<file path="src/rtl/rng_arbiter.sv">
// rng_arbiter: two-requester round-robin arbiter that hands out LFSR values.
// Define RNG_FREE_RUN_EN to let the LFSR also advance on every IDLE edge.
module rng_arbiter #(
  parameter int unsigned STEPS = 8,
  parameter logic [7:0]  SEED  = 8'hA5
) (
  input  logic       clk,
  input  logic       rst_n,
  input  logic [1:0] req,
  input  logic       seed_load,
  input  logic [7:0] seed_in,
  output logic [1:0] gnt,
  output logic [7:0] rnd,
  output logic       rnd_valid,
  output logic       busy
);

  typedef enum logic [1:0] {
    IDLE,
    STEP,
    GRANT
  } state_t;

  localparam logic [3:0] LAST = 4'(STEPS);

  state_t     r_state;
  logic [7:0] r_lfsr;
  logic [7:0] r_rnd;
  logic [1:0] r_gnt;
  logic       r_vld;
  logic       r_win;
  logic       r_last;
  logic [3:0] r_cnt;

  logic [7:0] w_next;
  logic [7:0] w_seed;
  logic       w_pick;

  assign w_next = {r_lfsr[6:0],
                   r_lfsr[7] ^ r_lfsr[5] ^ r_lfsr[4] ^ r_lfsr[3]};

  // A zero seed would lock the LFSR, so fall back to SEED.
  assign w_seed = (seed_in == 8'h00) ? SEED : seed_in;

  always_comb begin
    w_pick = 1'b0;
    unique case (1'b1)
      (req == 2'b11): w_pick = ~r_last;
      (req == 2'b10): w_pick = 1'b1;
      default:        w_pick = 1'b0;
    endcase
  end

  always_ff @(posedge clk or negedge rst_n) begin
    if (!rst_n) begin
      r_state <= IDLE;
      r_lfsr  <= SEED;
      r_rnd   <= 8'h00;
      r_gnt   <= 2'b00;
      r_vld   <= 1'b0;
      r_win   <= 1'b0;
      r_last  <= 1'b1;
      r_cnt   <= 4'd0;
    end else begin
      unique case (r_state)
        IDLE: begin
          r_gnt <= 2'b00;
          r_vld <= 1'b0;
          if (seed_load) begin
            r_lfsr <= w_seed;
          end else begin
`ifdef RNG_FREE_RUN_EN
            r_lfsr <= w_next;
`endif
            if (req != 2'b00) begin
              r_state <= STEP;
              r_win   <= w_pick;
              r_cnt   <= 4'd0;
            end
          end
        end
        STEP: begin
          if (r_cnt == LAST) begin
            r_state <= GRANT;
            r_rnd   <= r_lfsr;
            r_gnt   <= r_win ? 2'b10 : 2'b01;
            r_vld   <= 1'b1;
            r_last  <= r_win;
          end else begin
            r_lfsr <= w_next;
            r_cnt  <= r_cnt + 4'd1;
          end
        end
        GRANT: begin
          r_state <= IDLE;
          r_gnt   <= 2'b00;
          r_vld   <= 1'b0;
        end
        default: begin
          r_state <= IDLE;
          r_gnt   <= 2'b00;
          r_vld   <= 1'b0;
        end
      endcase
    end
  end

  assign gnt       = r_gnt;
  assign rnd       = r_rnd;
  assign rnd_valid = r_vld;
  assign busy      = (r_state != IDLE);

endmodule

</file>
<file path="config.mk">
export PLATFORM = sky130hd
export DESIGN_NAME = rng_arbiter
export DESIGN_NICKNAME = d
export VERILOG_FILES = /design/src/rtl/rng_arbiter.sv
export SDC_FILE = /design/constraint.sdc
export NUM_CORES = 1
export LEC_CHECK = 0
export CORE_MARGIN = 3
export CORE_UTILIZATION = 30
export CTS_BUF_LIST = sky130_fd_sc_hd__clkbuf_2 sky130_fd_sc_hd__clkbuf_4 sky130_fd_sc_hd__clkbuf_8
export CTS_CLUSTER_DIAMETER = 60
export DETAILED_ROUTE_END_ITERATION = 12
export SYNTH_ARGS = -nofsm -noshare
export SYNTH_HDL_FRONTEND = slang
export SYNTH_SLANG_ARGS = --single-unit
</file>
<file path="constraint.sdc">
create_clock -name clk -period 2.25 [get_ports clk]
set_clock_uncertainty 0.05 [all_clocks]
set_input_delay 0.45 -clock clk [delete_from_list [all_inputs] [get_ports clk]]
set_output_delay 0.45 -clock clk [all_outputs]
set_load 0.005 [all_outputs]
</file>
# Yosys cells after proc, flatten, opt, wreduce, memory -nomap -nowiden
# Index checks and enable logic that the tools add are counted.
word_totals:
  reg_bits: 27
  input_bits: 13
  output_inout_bits: 12
op_classes:
  add_sub_neg: 1
  n_eq_ne: 9
  mux: 18
  bitwise_logic: 5
  reduce_logical: 10
ops:
  columns: ["operator", "n"]
  rows:
  - ["$mux 8", 3]
  - ["$pmux 8 s2", 1]
  - ["$mux 2", 6]
  - ["$mux 4", 3]
  - ["$ne 2x2->1 const B", 5]
  - ["$reduce_and 3->1", 3]
  - ["$logic_not 8->1", 1]
  - ["$pmux 4 s2", 1]
  - ["$reduce_bool 2->1", 3]
  - ["$add 4x1->4 const B", 1]
  - ["$eq 2x2->1 const B", 2]
  - ["$eq 4x4->1 const B", 1]
  - ["$pmux 2 s2", 1]
  - ["$reduce_and 4->1", 1]
  - ["$xor 1x1->1", 3]
  - ["$eq 2x1->1 const B", 1]
  - ["$logic_not 2->1", 1]
  - ["$mux 1", 2]
  - ["$not 1->1", 2]
  - ["$pmux 1 s2", 1]
  - ["$reduce_and 2->1", 1]

# Logic depth before layout (Yosys ltp)
# Gate-level depths: netlist of the first run.
logic_depth:
  ltp_word: 5
  ltp_mapped: 7

# Worst setup path after synthesis of the first run
# No wires, ideal clock.
synth_timing:
  path_kind: "reg2reg"
  start: "reg r_cnt[0]"
  end: "reg r_lfsr[1]"
  arrival_time_ns: 1.461
  required_time_ns: 2.119
  slack_ns: 0.658
  stages_incl_launch_ff: 8
  path_buffers: 1
  period_less_slack_ns: 1.592
  cell_sequence: "dfrtp_1 > inv_1 > ha_1 > and3b_4 > a211oi_4 > buf_6 > nor2_1 > a31oi_2"
synth_between:
  elab_chain_len: 3
synth_lines:
  columns: ["element", "line", "text"]
  rows:
  - ["start, declared", "33", "logic [3:0] r_cnt;"]
  - ["start signal, assigned", "91", "r_cnt <= r_cnt + 4'd1;"]
  - ["$eq 4x4->1", "83", "if (r_cnt == LAST) begin"]
  - ["$ne 2x2->1 (no line)", null, null]
  - ["$reduce_and 3->1 (no line)", null, null]
  - ["end signal, assigned", "70", "r_lfsr <= w_seed;"]
  - ["end signal, assigned", "90", "r_lfsr <= w_next;"]
  - ["end, declared", "27", "logic [7:0] r_lfsr;"]
# Every way passes these cells.
# A chain may end at the register's enable or synchronous reset.

# Worst setup path after layout of the first run
layout_timing:
  start: "reg r_state[0]"
  end: "out busy"
layout_between:
  elab_chain_len: 1
layout_lines:
  columns: ["element", "line", "text"]
  rows:
  - ["start, declared", "26", "state_t r_state;"]
  - ["start signal, assigned", "56", "r_state <= IDLE;"]
  - ["start signal, assigned", "76", "r_state <= STEP;"]
  - ["start signal, assigned", "84", "r_state <= GRANT;"]
  - ["$reduce_bool 2->1", "111", "assign busy = (r_state != IDLE);"]
  - ["end, declared", "15", "output logic busy"]
# Every way passes these cells.

==> run metrics, run 1 <==
largest family of logic cells by synthesized area=simple AND/OR/NAND/NOR gates; vias in the first global route=900; worst IR drop on VDD=688 uV; area leader, netlist=dfrtp_1; Core Area=4060 sq um; Critical Path RT=1750 ps; Simple-Gate Fraction of Synth Area=16.6%; # Post-CTS Setup Buffers=0; Setup violations, final=0; drt first pass iters=4; Avg Synthesized Cell Area=10.9 sq um; worst r2r dst=rnd[0]; worst skew pair latency=280 ps; final slew viol count=0; CTS tree=built; multi-input logic area=549 sq um; CTS resizes=0; Register Area=682 sq um; Clock Tree Buf Depth=2; largest net degree at the start of global routing=28; PwrDens=1380 nW/um^2; Yosys reg bits=27; Boundary Pins=25; Tcrit/Tclk final=91.9%; Slew HR=70.5%; XOR/XNOR share of the synthesized area=2.05%; H-tree Lvls=1; min-delay worst type=flip-flop to flip-flop; Mapped Cells=117; gpl congestion=0.864; Distinct cells, synth=32; Hold Crit Endpoint=r_lfsr[2]; initial antenna violation count=0; WL final=2570 um; die span in x=71.3 um; via/cell ratio=4.96; startpoint types=flip-flop; Setup TNS=0 ps; layout cells sized above 1=20.1%; hold path depth=2; drt wl/cell=13.2 um; Reg clk slew, reported paths=100 ps; fillers=380; Hold Crit Start=r_lfsr[2]; R2R Setup Slk=510 ps; Die ar.=5090 sq um; antenna-violating nets left=0; Syn Nets=132; die height=71.3 um; post-synthesis adder-cell area fraction=1.96%; Area Overhead vs Synth=27.2%; CTS root buf=clkbuf_8; CP max stage delay=490 ps; Post-Syn Area=1280 sq um; grt ovf=0; largest cells by area after synthesis=dfrtp_1, dfstp_2, mux2_2; most frequent cells in the layout=clkdlybuf4s50_1, dfrtp_1, nand2_1, nor2_1, mux2_2; Reg2Reg Depth=5; Hold-fix buffers, CTS=0; RSZ-0062 raised after global routing=false; Tot GR Track Use=10.7%; Max Cap Viol=0; worst r2r src=r_cnt[0]; CTS Sinks=27; Worst Tran Pin Value=442 ps; Final Hold Viols=0; CTS Buf Count=3; share of the synthesized area in the top cell type=43.0%; diode count=0; critical path peak fanout=9; outcome=completed; CP Capture Type=output port; num rows=23; sequential area share after synthesis=53.3%; P_leak=0.677 nW; I/O Buffers=24; routed via count=963; minimum clock period=2070 ps; complex-gate fraction of the synthesized area=14.4%; slowest stage cell on the critical path=dfrtp_1; mux contribution to synthesized area=7.92%; Initial Util=31.5%; Layout Nets=160; CP cell instances=or2_2 -> clkdlybuf4s50_1; fmax=484 MHz; most common cell after layout, fill and taps aside=clkdlybuf4s50_1; Overall Power=2.25 mW; drt drc=0; Syn. warnings=0; critical path arrival=1570 ps; DR iter-0 viols=31; first-pass GRT wire length=4370 um; Setup CP Type=flip-flop to output port; Detail Placement HPWL=1840 um
-- flip-flops by register name, summed over array words and instances (netlist names) --
register   cells
r_lfsr         8
rnd            8
r_cnt          4
gnt            2
r_state        2
r_last         1
r_win          1
rnd_valid      1
-- layer usage --
layer	GRT usage [%]	part of all wire (%)
met2	15.3	44
met5	0	0
met1	15.8	49
met3	4.35	6.0
met4	1.25	0.51
-- stage by stage --
stage / setup WS (ps) / cell area [sq um] / std cells / hold slack (ps) / utilization, %
after global routing: 117 / 1630 / 194 / 469 / 40.1
after floorplan: 658 / 1280 / 117 / 104 / -
after detailed placement: 234 / 1580 / 190 / 444 / 38.9
after CTS: 172 / 1630 / 194 / 454 / 40.1
final: 182 / 1630 / 194 / 453 / 40.1
after global placement: 258 / 1580 / 190 / 435 / 38.9
-- kinds of logic (layout without fill, tap and decap cells) --
logic type,Yosys count,count (layout)
flip-flops,27,27
buffers and inverters,10,37
XOR/XNOR,3,3
adder cells (fa/ha/maj),2,2
AO/OA/AOI/OAI,25,25
multiplexers,9,9
AND/OR/NAND/NOR,41,41
-- layout make-up --
cell class | instances | share of cell area, %
inverters | 6 | 1.38
clock inverters | 1 | 0.461
well taps | 50 | 3.84
repair buffers | 27 | 16.1
clock buffers | 3 | 2.54
flip-flops and latches | 27 | 41.9
multi-input cells | 80 | 33.7
-- how the worst max path moves through the flow --
stage | start | end | slack [ps] | depth (start not counted)
4_1_cts | r_state[0] | busy | 170 | 2
5_1_grt | r_state[0] | busy | 120 | 2
3_5_place_dp | seed_in[7] | r_lfsr[5] | 230 | 5
6_report | r_state[0] | busy | 180 | 2
3_3_place_gp | seed_in[7] | r_lfsr[5] | 260 | 5
2_1_floorplan | r_cnt[0] | r_lfsr[1] | 660 | 7
-- report_power, final --
group / internal [mW] / total [mW] / switching [mW] / leakage (nW)
Sequential: 0.761 / 0.948 / 0.187 / 0.322
Clock: 0.126 / 0.286 / 0.160 / 0.0217
Combinational: 0.558 / 1.01 / 0.455 / 0.334
-- synthesized netlist by cell type, drive strengths merged --
| library cell | count |
|---|---|
| a211oi | 1 |
| a21oi | 4 |
| a31oi | 6 |
| and3b | 1 |
| buf | 3 |
| clkbuf | 1 |
| dfrtp | 22 |
| dfstp | 5 |
| ha | 2 |
| inv | 6 |
| mux2 | 9 |
| nand2 | 15 |
| nand2b | 2 |
| nand3 | 1 |
| nand3b | 2 |
| nor2 | 12 |
| nor2b | 2 |
| nor3 | 2 |
| nor4 | 1 |
| o21ai | 8 |
| o21ba | 1 |
| o21bai | 1 |
| o221ai | 3 |
| o22ai | 1 |
| or2 | 1 |
| or4 | 2 |
| xnor2 | 2 |
| xor2 | 1 |
-- worst max-delay path, delay by kind of cell, from the launching register on --
kind | cells | cell delay (ps)
buf+inv | 1 | 450
simple gates | 1 | 350
flops | 1 | 490
No activity file was read; power rests on OpenSTA's default activity.
==> inputs of run 2 (changes only) <==
- CORE_UTILIZATION: 30 -> 35
- TNS_END_PERCENT: default -> 1
==> run 2 against run 1 <==
Compared with the run above:
- worst hold slack got worse by 32 ps
- final cell count decreased by 2.1%
- worst setup slack lost 62 ps
- die area down 13%
- sequential cell count is the same
- non-clock buffer count stayed put
- clock power decreased by 22%
- core utilization up 6.8 points
- register-to-register slack improved by 30 ps
- largest cell class unchanged
- sequential share of layout area grew 0.62 points
- sequential power about the same
==> run metrics, run 2 (synthesis results as in run 1) <==
final hold slack=421 ps; num rows=21; CTS root buf=clkbuf_4; via/cell ratio=4.98; final worst slack=121 ps; non-filler instance count after layout=190; PwrDens=1360 nW/um^2; Hold-fix buffers, CTS=0; CTS Sinks=27; fillers=331; critical path arrival=1630 ps; Final Hold Viols=0; Tot GR Track Use=13.2%; outcome=completed; worst IR drop on VDD=702 uV; Critical Path RT=1750 ps; gpl congestion=0.899; most common cell after layout, fill and taps aside=clkdlybuf4s50_1; fin util=47.0%; minimum clock period=2130 ps; CP cell instances=or2_2 -> clkdlybuf4s50_1; Die ar.=4420 sq um; slowest stage cell on the critical path=dfrtp_1; Max Cap Viol=0; critical path peak fanout=9; first-pass GRT wire length=4360 um; worst r2r dst=r_lfsr[5]; Detail Placement HPWL=1810 um; Reg clk slew, reported paths=140 ps; Boundary Pins=25; Top delay family on crit path=flip-flops; Buffers & Inverters on Critical Path=1; startpoint types=flip-flop; Setup violations, final=0; CP max stage delay=510 ps; drt drc=0; most frequent cells in the layout=clkdlybuf4s50_1, dfrtp_1, nand2_1, nor2_1, mux2_2; Worst Tran Pin Value=386 ps; # Post-CTS Setup Buffers=0; CTS resizes=0; min-delay worst type=input pin to async pin; CTS tree=built; routed via count=947; dpl cells=186; Initial Util=37.5%; Setup TNS=0 ps; Critical Path Stages=2; H-tree Lvls=1; DR iter-0 viols=36; RSZ-0062 raised after global routing=false; CP Capture Type=output port; P_leak=0.674 nW; Reg2Reg Depth=7; worst skew pair latency=330 ps; vias in the first global route=896; grt ovf=0; die height=66.5 um; I/O Buffers=24; Layout Nets=160; antenna-violating nets left=0; CTS Buf Count=3; CP endpoint=busy; Clock Tree Buf Depth=2; Place WS=211 ps; initial antenna violation count=0; Area Overhead vs Synth=25.3%; Core Area=3420 sq um; Slew HR=74.2%; Tcrit/Tclk final=94.6%; die span in x=66.5 um; R2R Setup Slk=540 ps; Area after DPL=1570 sq um; final slew viol count=0; worst r2r src=r_cnt[0]; Crit. Startpoint=r_state[0]; drt first pass iters=4; final instance area=1600 sq um; layout cells sized above 1=20.1%; Setup CP Type=flip-flop to output port; drt wl/cell=13.3 um; largest net degree at the start of global routing=28; Overall Power=2.17 mW; fmax=470 MHz; WL final=2520 um; diode count=0
==> run 2: worst min-delay path by stage <==
stage | start | end | slack, ps | cells past startpoint
2_1_floorplan | rst_n | gnt[0] | 100 | 0
3_3_place_gp | r_lfsr[2] | r_lfsr[2] | 430 | 2
3_5_place_dp | r_lfsr[2] | r_lfsr[2] | 440 | 2
4_1_cts | rst_n | r_cnt[3] | 430 | 2
5_1_grt | rst_n | r_cnt[3] | 430 | 2
6_report | rst_n | r_cnt[2] | 420 | 2
==> run 2: final cells by class <==
class                           count  area [sq um]  area share [%]
Clock buffer                        4          30.0            1.87
Inverter                            6          22.5            1.40
Tap cell                           46          57.6            3.59
Timing Repair Buffer               27           263            16.4
Sequential cell                    27           682            42.5
Multi-Input combinational cell     80           549            34.2
==> run 2: worst reg2reg max path, stage by stage, from the launching register on <==
cell	delay [ps]
dfrtp_1	400
inv_1	70
ha_1	220
and3b_4	210
a211oi_4	220
buf_4	230
o21ai_0	120
o22ai_1	120
==> run 2: layer usage <==
layer / vias up / global-route usage (%) / wire (um) / part of all wire, %
li1: 464 / - / - / -
met1: 453 / 18.4 / 1200 / 48
met2: 26 / 19.2 / 1160 / 46
met3: 4 / 4.22 / 118 / 4.7
met4: 0 / 4.57 / 36 / 1.4
met5: - / 0 / 0 / 0
==> run 2: where the power goes <==
part           internal [mW]  switching [mW]  total [mW]
Combinational          0.558           0.449        1.01
Sequential             0.760           0.186       0.945
Clock                 0.0816           0.140       0.222
==> RTL change 1, RTL diff (config.mk and constraints of run 1) <==
Add a define of `RNG_FREE_RUN_EN`.
--- a/src/rtl/rng_arbiter.sv
+++ b/src/rtl/rng_arbiter.sv
@@ -1,5 +1,7 @@
 // rng_arbiter: two-requester round-robin arbiter that hands out LFSR values.
 // Define RNG_FREE_RUN_EN to let the LFSR also advance on every IDLE edge.
+`define RNG_FREE_RUN_EN
+
 module rng_arbiter #(
   parameter int unsigned STEPS = 8,
   parameter logic [7:0]  SEED  = 8'hA5
Formal check against the unedited RTL: same outputs for any inputs over 10 cycles, from zero or initial values and one cycle with rst_n low; that may be too few to reach the edited logic, so the function may still have changed.
==> RTL change 1 against run 1 <==
- global-route usage is essentially flat
- power shrank 11%
- design area shrank 2.8%
- hold slack lost 0.019 ns
- sequential power shrank 3.5%
- wire length shrank 6.5%
- worst setup slack gained 0.12 ns
- utilization grew 1.2 points
- critical path type unchanged
- sequential cell count is the same
- count of clock-buffer cells in the layout is the same
- first-iteration DRC count grew 84%
- largest power group is now sequential cells
- clock power shrank 5%
- area after synthesis shrank 3.3%
==> RTL change 1: results (changes against run 1) <==
vias in the first global route 939 (+4.3%); Hold Path Depth 2 (unchanged); antenna violations before repair 0 (unchanged); routed len/inst 12.8 um (-3.0%); Fillers 374 (-1.6%); pre-CTS setup slack 0.307 ns (+0.0726 ns); initial DRC count 57 (+84%); distinct cell type count after synthesis 34 (+6.3%); FF-to-FF setup slack 0.49 ns (-0.02 ns); Port-buffer cells 24 (unchanged); Initial DRT Pass Iterations 2 (-2); Post-Synthesis Net Count 127 (-3.8%); Layout Nets 155 (-3.1%); first-pass GRT wire length 4310 um (-1.3%); Slew HR 0.757 (+0.0517); CP Data Arrival Time 1.45 ns (-0.12 ns); Overall Global Routing Usage 0.107 (about the same); Post-synth top cells dfrtp_1 (22), nand2_1 (14), o21ai_1 (10); result of the run finished clean; Hold Path End r_lfsr[7]; layout cell share with drive strength beyond 1 0.144 (-0.0575); Leak 0.669 nW (-1.3%); routability congestion estimate from global placement 0.856 (-0.93%); slowest stage delay, CP 0.44 ns (-0.05 ns); via count 910 (-5.5%); Max FO, Critical Path 6 (-3); Primary FF master, synth dfrtp_1; sequential area share after synthesis 0.551 (+0.0183); worst vdd ir 557 uV (-19%); critical hold path startpoint r_lfsr[7]
RTL change 1: cell families (layout without fill, tap and decap cells):
logic type | count (synthesis) | in the layout | synth area share
multiplexers | 13 | 13 | 0.114
XOR/XNOR | 5 | 5 | 0.0354
adder cells (fa/ha/maj) | 2 | 2 | 0.0202
AO/OA/AOI/OAI | 20 | 20 | 0.0890
flip-flops | 27 | 27 | 0.551
AND/OR/NAND/NOR | 41 | 41 | 0.176
buffers and inverters | 4 | 31 | 0.0142
RTL change 1: layout make-up:
cell class / instances / share of cell area
multi-input combinational: 81 / 0.340
sequential: 27 / 0.431
clock inverter: 1 / 0.00316
clock buffer: 3 / 0.0261
timing repair buffer: 25 / 0.157
tap: 48 / 0.0380
inverter: 2 / 0.00475
RTL change 1: power by group:
part | internal [W] | switching (W) | total (W)
Clock | 0.000124 | 0.000149 | 0.000273
Combinational | 0.000451 | 0.000362 | 0.000813
Sequential | 0.000748 | 0.000166 | 0.000915
Total | 0.00132 | 0.000677 | 0.00200
RTL change 1: metrics by stage:
| step | cell area (um^2) | instances | utilization | power (W) | hold slack (ns) |
|---|---|---|---|---|---|
| floorplan | 1240 | 112 | - | 0.00140 | 0.104 |
| global placement | 1540 | 183 | 0.401 | 0.00173 | 0.418 |
| detailed placement | 1540 | 183 | 0.401 | 0.00176 | 0.427 |
| CTS | 1580 | 187 | 0.413 | 0.00204 | 0.441 |
| global route | 1580 | 187 | 0.413 | 0.00218 | 0.467 |
| finish | 1580 | 187 | 0.413 | 0.00200 | 0.435 |
RTL change 1: worst max-delay path by stage:
stage	from	to	slack [ns]
floorplan	r_cnt[0]	rnd[0]	0.70
global placement	seed_in[2]	r_lfsr[5]	0.36
detailed placement	seed_in[2]	r_lfsr[2]	0.31
CTS	r_state[1]	busy	0.29
global route	r_state[1]	busy	0.21
finish	r_state[1]	busy	0.30
RTL change 1: worst max-delay path: cells and delay by family, from the launching register on:
family,cells,cell delay [ns]
buffers and inverters,1,0.44
DFF,1,0.43
and+or+nand+nor,1,0.30
RTL change 1: metal layers:
layer,track usage,vias up,part of all wire
met5,0,-,0
met4,0.0255,0,0.010
met3,0.0403,6,0.061
met2,0.176,22,0.45
met1,0.133,441,0.48
li1,-,441,-
==> RTL change 2, RTL diff (flow settings as in run 1) <==
Made on the original files. The 3 states of `state_t` get a one-hot encoding in 3 bits.
--- a/src/rtl/rng_arbiter.sv
+++ b/src/rtl/rng_arbiter.sv
@@ -15,10 +15,10 @@
   output logic       busy
 );
 
-  typedef enum logic [1:0] {
-    IDLE,
-    STEP,
-    GRANT
+  typedef enum logic [2:0] {
+    IDLE  = 3'b001,
+    STEP  = 3'b010,
+    GRANT = 3'b100
   } state_t;
 
   localparam logic [3:0] LAST = 4'(STEPS);
Behaviour: no difference found for any inputs over 10 cycles, from zero or initial values and one cycle with rst_n low; not proved beyond that.
==> RTL change 2 against run 1 <==
- sequential power fell by 15%
- wire length rose by 2.8%
- design area rose by 3.5%
- power fell by 27%
- die area rose by 3.8%
- global-route usage rose by 0.83 points
- area after synthesis rose by 4.2%
- sequential share of layout area rose by 0.13 points
- sequential cell count rose by 1
- worst setup slack improved by 0.19 ns
- largest power group is now sequential cells
==> RTL change 2: results (changes against run 1) <==
Fillers 429 (+13%); Post-Syn Instances 114 (-2.6%); CTS Buf Count 3 (unchanged); distinct cell type count after synthesis 33 (+3.1%); # Post-CTS Setup Buffers 0 (unchanged); Clk Latency, worst-skew pair 0.28 ns (about the same); result of the run finished clean; drt total wl 2640 um (+2.8%); vias in the first global route 1015 (+13%); layout cell share with drive strength beyond 1 0.224 (+0.0224); switching pwr 0.000548 W (-32%); H-tree depth 1 (unchanged); Leak 0.761 nW (+12%); sequential area share after synthesis 0.531 (-0.00179); ranking of synthesized cells by area dfrtp_1 (41%), dfstp_2 (12%), mux2_2 (7.6%); Post-Synthesis Net Count 129 (-2.3%); # placed instances 189 (-0.53%); slowest CP cell clkdlybuf4s50_1; Overall Global Routing Usage 0.116 (+0.00833); Slew HR 0.725 (+0.0194); Post-synth top cells dfrtp_1 (22), nand2_1 (15), mux2_2 (9); CP Data Arrival Time 1.38 ns (-0.19 ns); synthesized area 1330 um^2 (+4.2%); Layout Nets 159 (-0.63%); Max FO, Critical Path 5 (-4); largest net degree at the start of global routing 29 (+3.6%); Hold Path End r_lfsr[7]; critical hold path startpoint r_lfsr[7]; async set-reset flop share out of synthesis 1.00 (unchanged); routability congestion estimate from global placement 0.747 (-13%); via count 931 (-3.3%); initial DRC count 17 (-45%); first-pass GRT wire length 4740 um (+8.5%); area post-placement 1640 um^2 (+3.6%); FF-to-FF setup slack 0.58 ns (+0.07 ns); routed len/inst 13.7 um (+3.3%); Final HPWL DP 2020 um (+10%); worst reg2reg path endpoint rnd[1]; worst vdd ir 386 uV (-44%)
==> RTL change 2: cell types whose count changed after synthesis, sizes merged, moves of 2 or more <==
| cell | run 1 | this run |
|---|---|---|
| a31oi | 6 | 1 |
| mux2i | 0 | 5 |
| a32oi | 0 | 3 |
| nand3 | 1 | 4 |
| nor2 | 12 | 9 |
| o221ai | 3 | 0 |
| xor2 | 1 | 4 |
| a21oi | 4 | 6 |
| a22o | 0 | 2 |
| nor2b | 2 | 0 |
| o21ai | 8 | 6 |
| or4 | 2 | 0 |
==> RTL change 2: layout make-up <==
type / instances / area share
inverters: 6 / 0.0134
clock buffers: 4 / 0.0290
well taps: 50 / 0.0371
repair buffers: 27 / 0.156
multi-input cells: 78 / 0.344
flip-flops and latches: 28 / 0.420
==> RTL change 2: worst max path at each step <==
stage / start / to / slack (ns) / cells after the start
4_1_cts: r_state[2] / busy / 0.36 / 3
5_1_grt: r_state[2] / busy / 0.32 / 3
6_report: r_state[2] / busy / 0.37 / 3
2_1_floorplan: r_cnt[0] / rnd[0] / 0.77 / 5
3_3_place_gp: seed_in[4] / r_lfsr[2] / 0.34 / 5
3_5_place_dp: seed_in[4] / r_lfsr[2] / 0.25 / 5
==> RTL change 2: cell families (layout without fill, tap and decap cells) <==
kind of cell    count (synthesis)  in the layout  share of synthesized area
simple gates                   38             38                      0.173
xor+xnor                        5              5                     0.0328
mux                            14             14                      0.114
fa+ha+maj                       2              2                     0.0188
compound gates                 19             19                     0.0976
buf+inv                         8             37                     0.0338
flops                          28             28                      0.531
==> RTL change 2: metal layers <==
layer	part of all wire	track usage	up-vias
met5	0	0	-
met2	0.49	0.194	21
li1	-	-	458
met1	0.46	0.143	447
met4	0.022	0.0553	0
met3	0.036	0.0193	5
==> RTL change 2: per-stage QoR <==
step                total power [W]  utilization  hold slack [ns]  setup WS, ns
global route                0.00177        0.407            0.464         0.323
detailed placement          0.00137        0.395            0.416         0.249
global placement            0.00135        0.395            0.417         0.343
floorplan                   0.00118            -            0.104         0.767
CTS                         0.00167        0.407            0.431         0.363
finish                      0.00165        0.407            0.430         0.372
==> RTL change 2: critical path: cells and delay by family (launching register included) <==
family / cells / cell delay, ns
buffers and inverters: 1 / 0.49
and+or+nand+nor: 2 / 0.15
DFF: 1 / 0.47
==> RTL change 2: power groups by stage <==
| stage | clock [W] | sequential, W | combinational (W) |
|---|---|---|---|
| 6_report | 0.000296 | 0.000809 | 0.000542 |
| 5_1_grt | 0.000323 | 0.000834 | 0.000613 |
| 4_1_cts | 0.000309 | 0.000809 | 0.000553 |
| 3_5_place_dp | 0 | 0.000816 | 0.000552 |
| 3_3_place_gp | 0 | 0.000816 | 0.000538 |
| 2_1_floorplan | 0 | 0.000780 | 0.000398 |
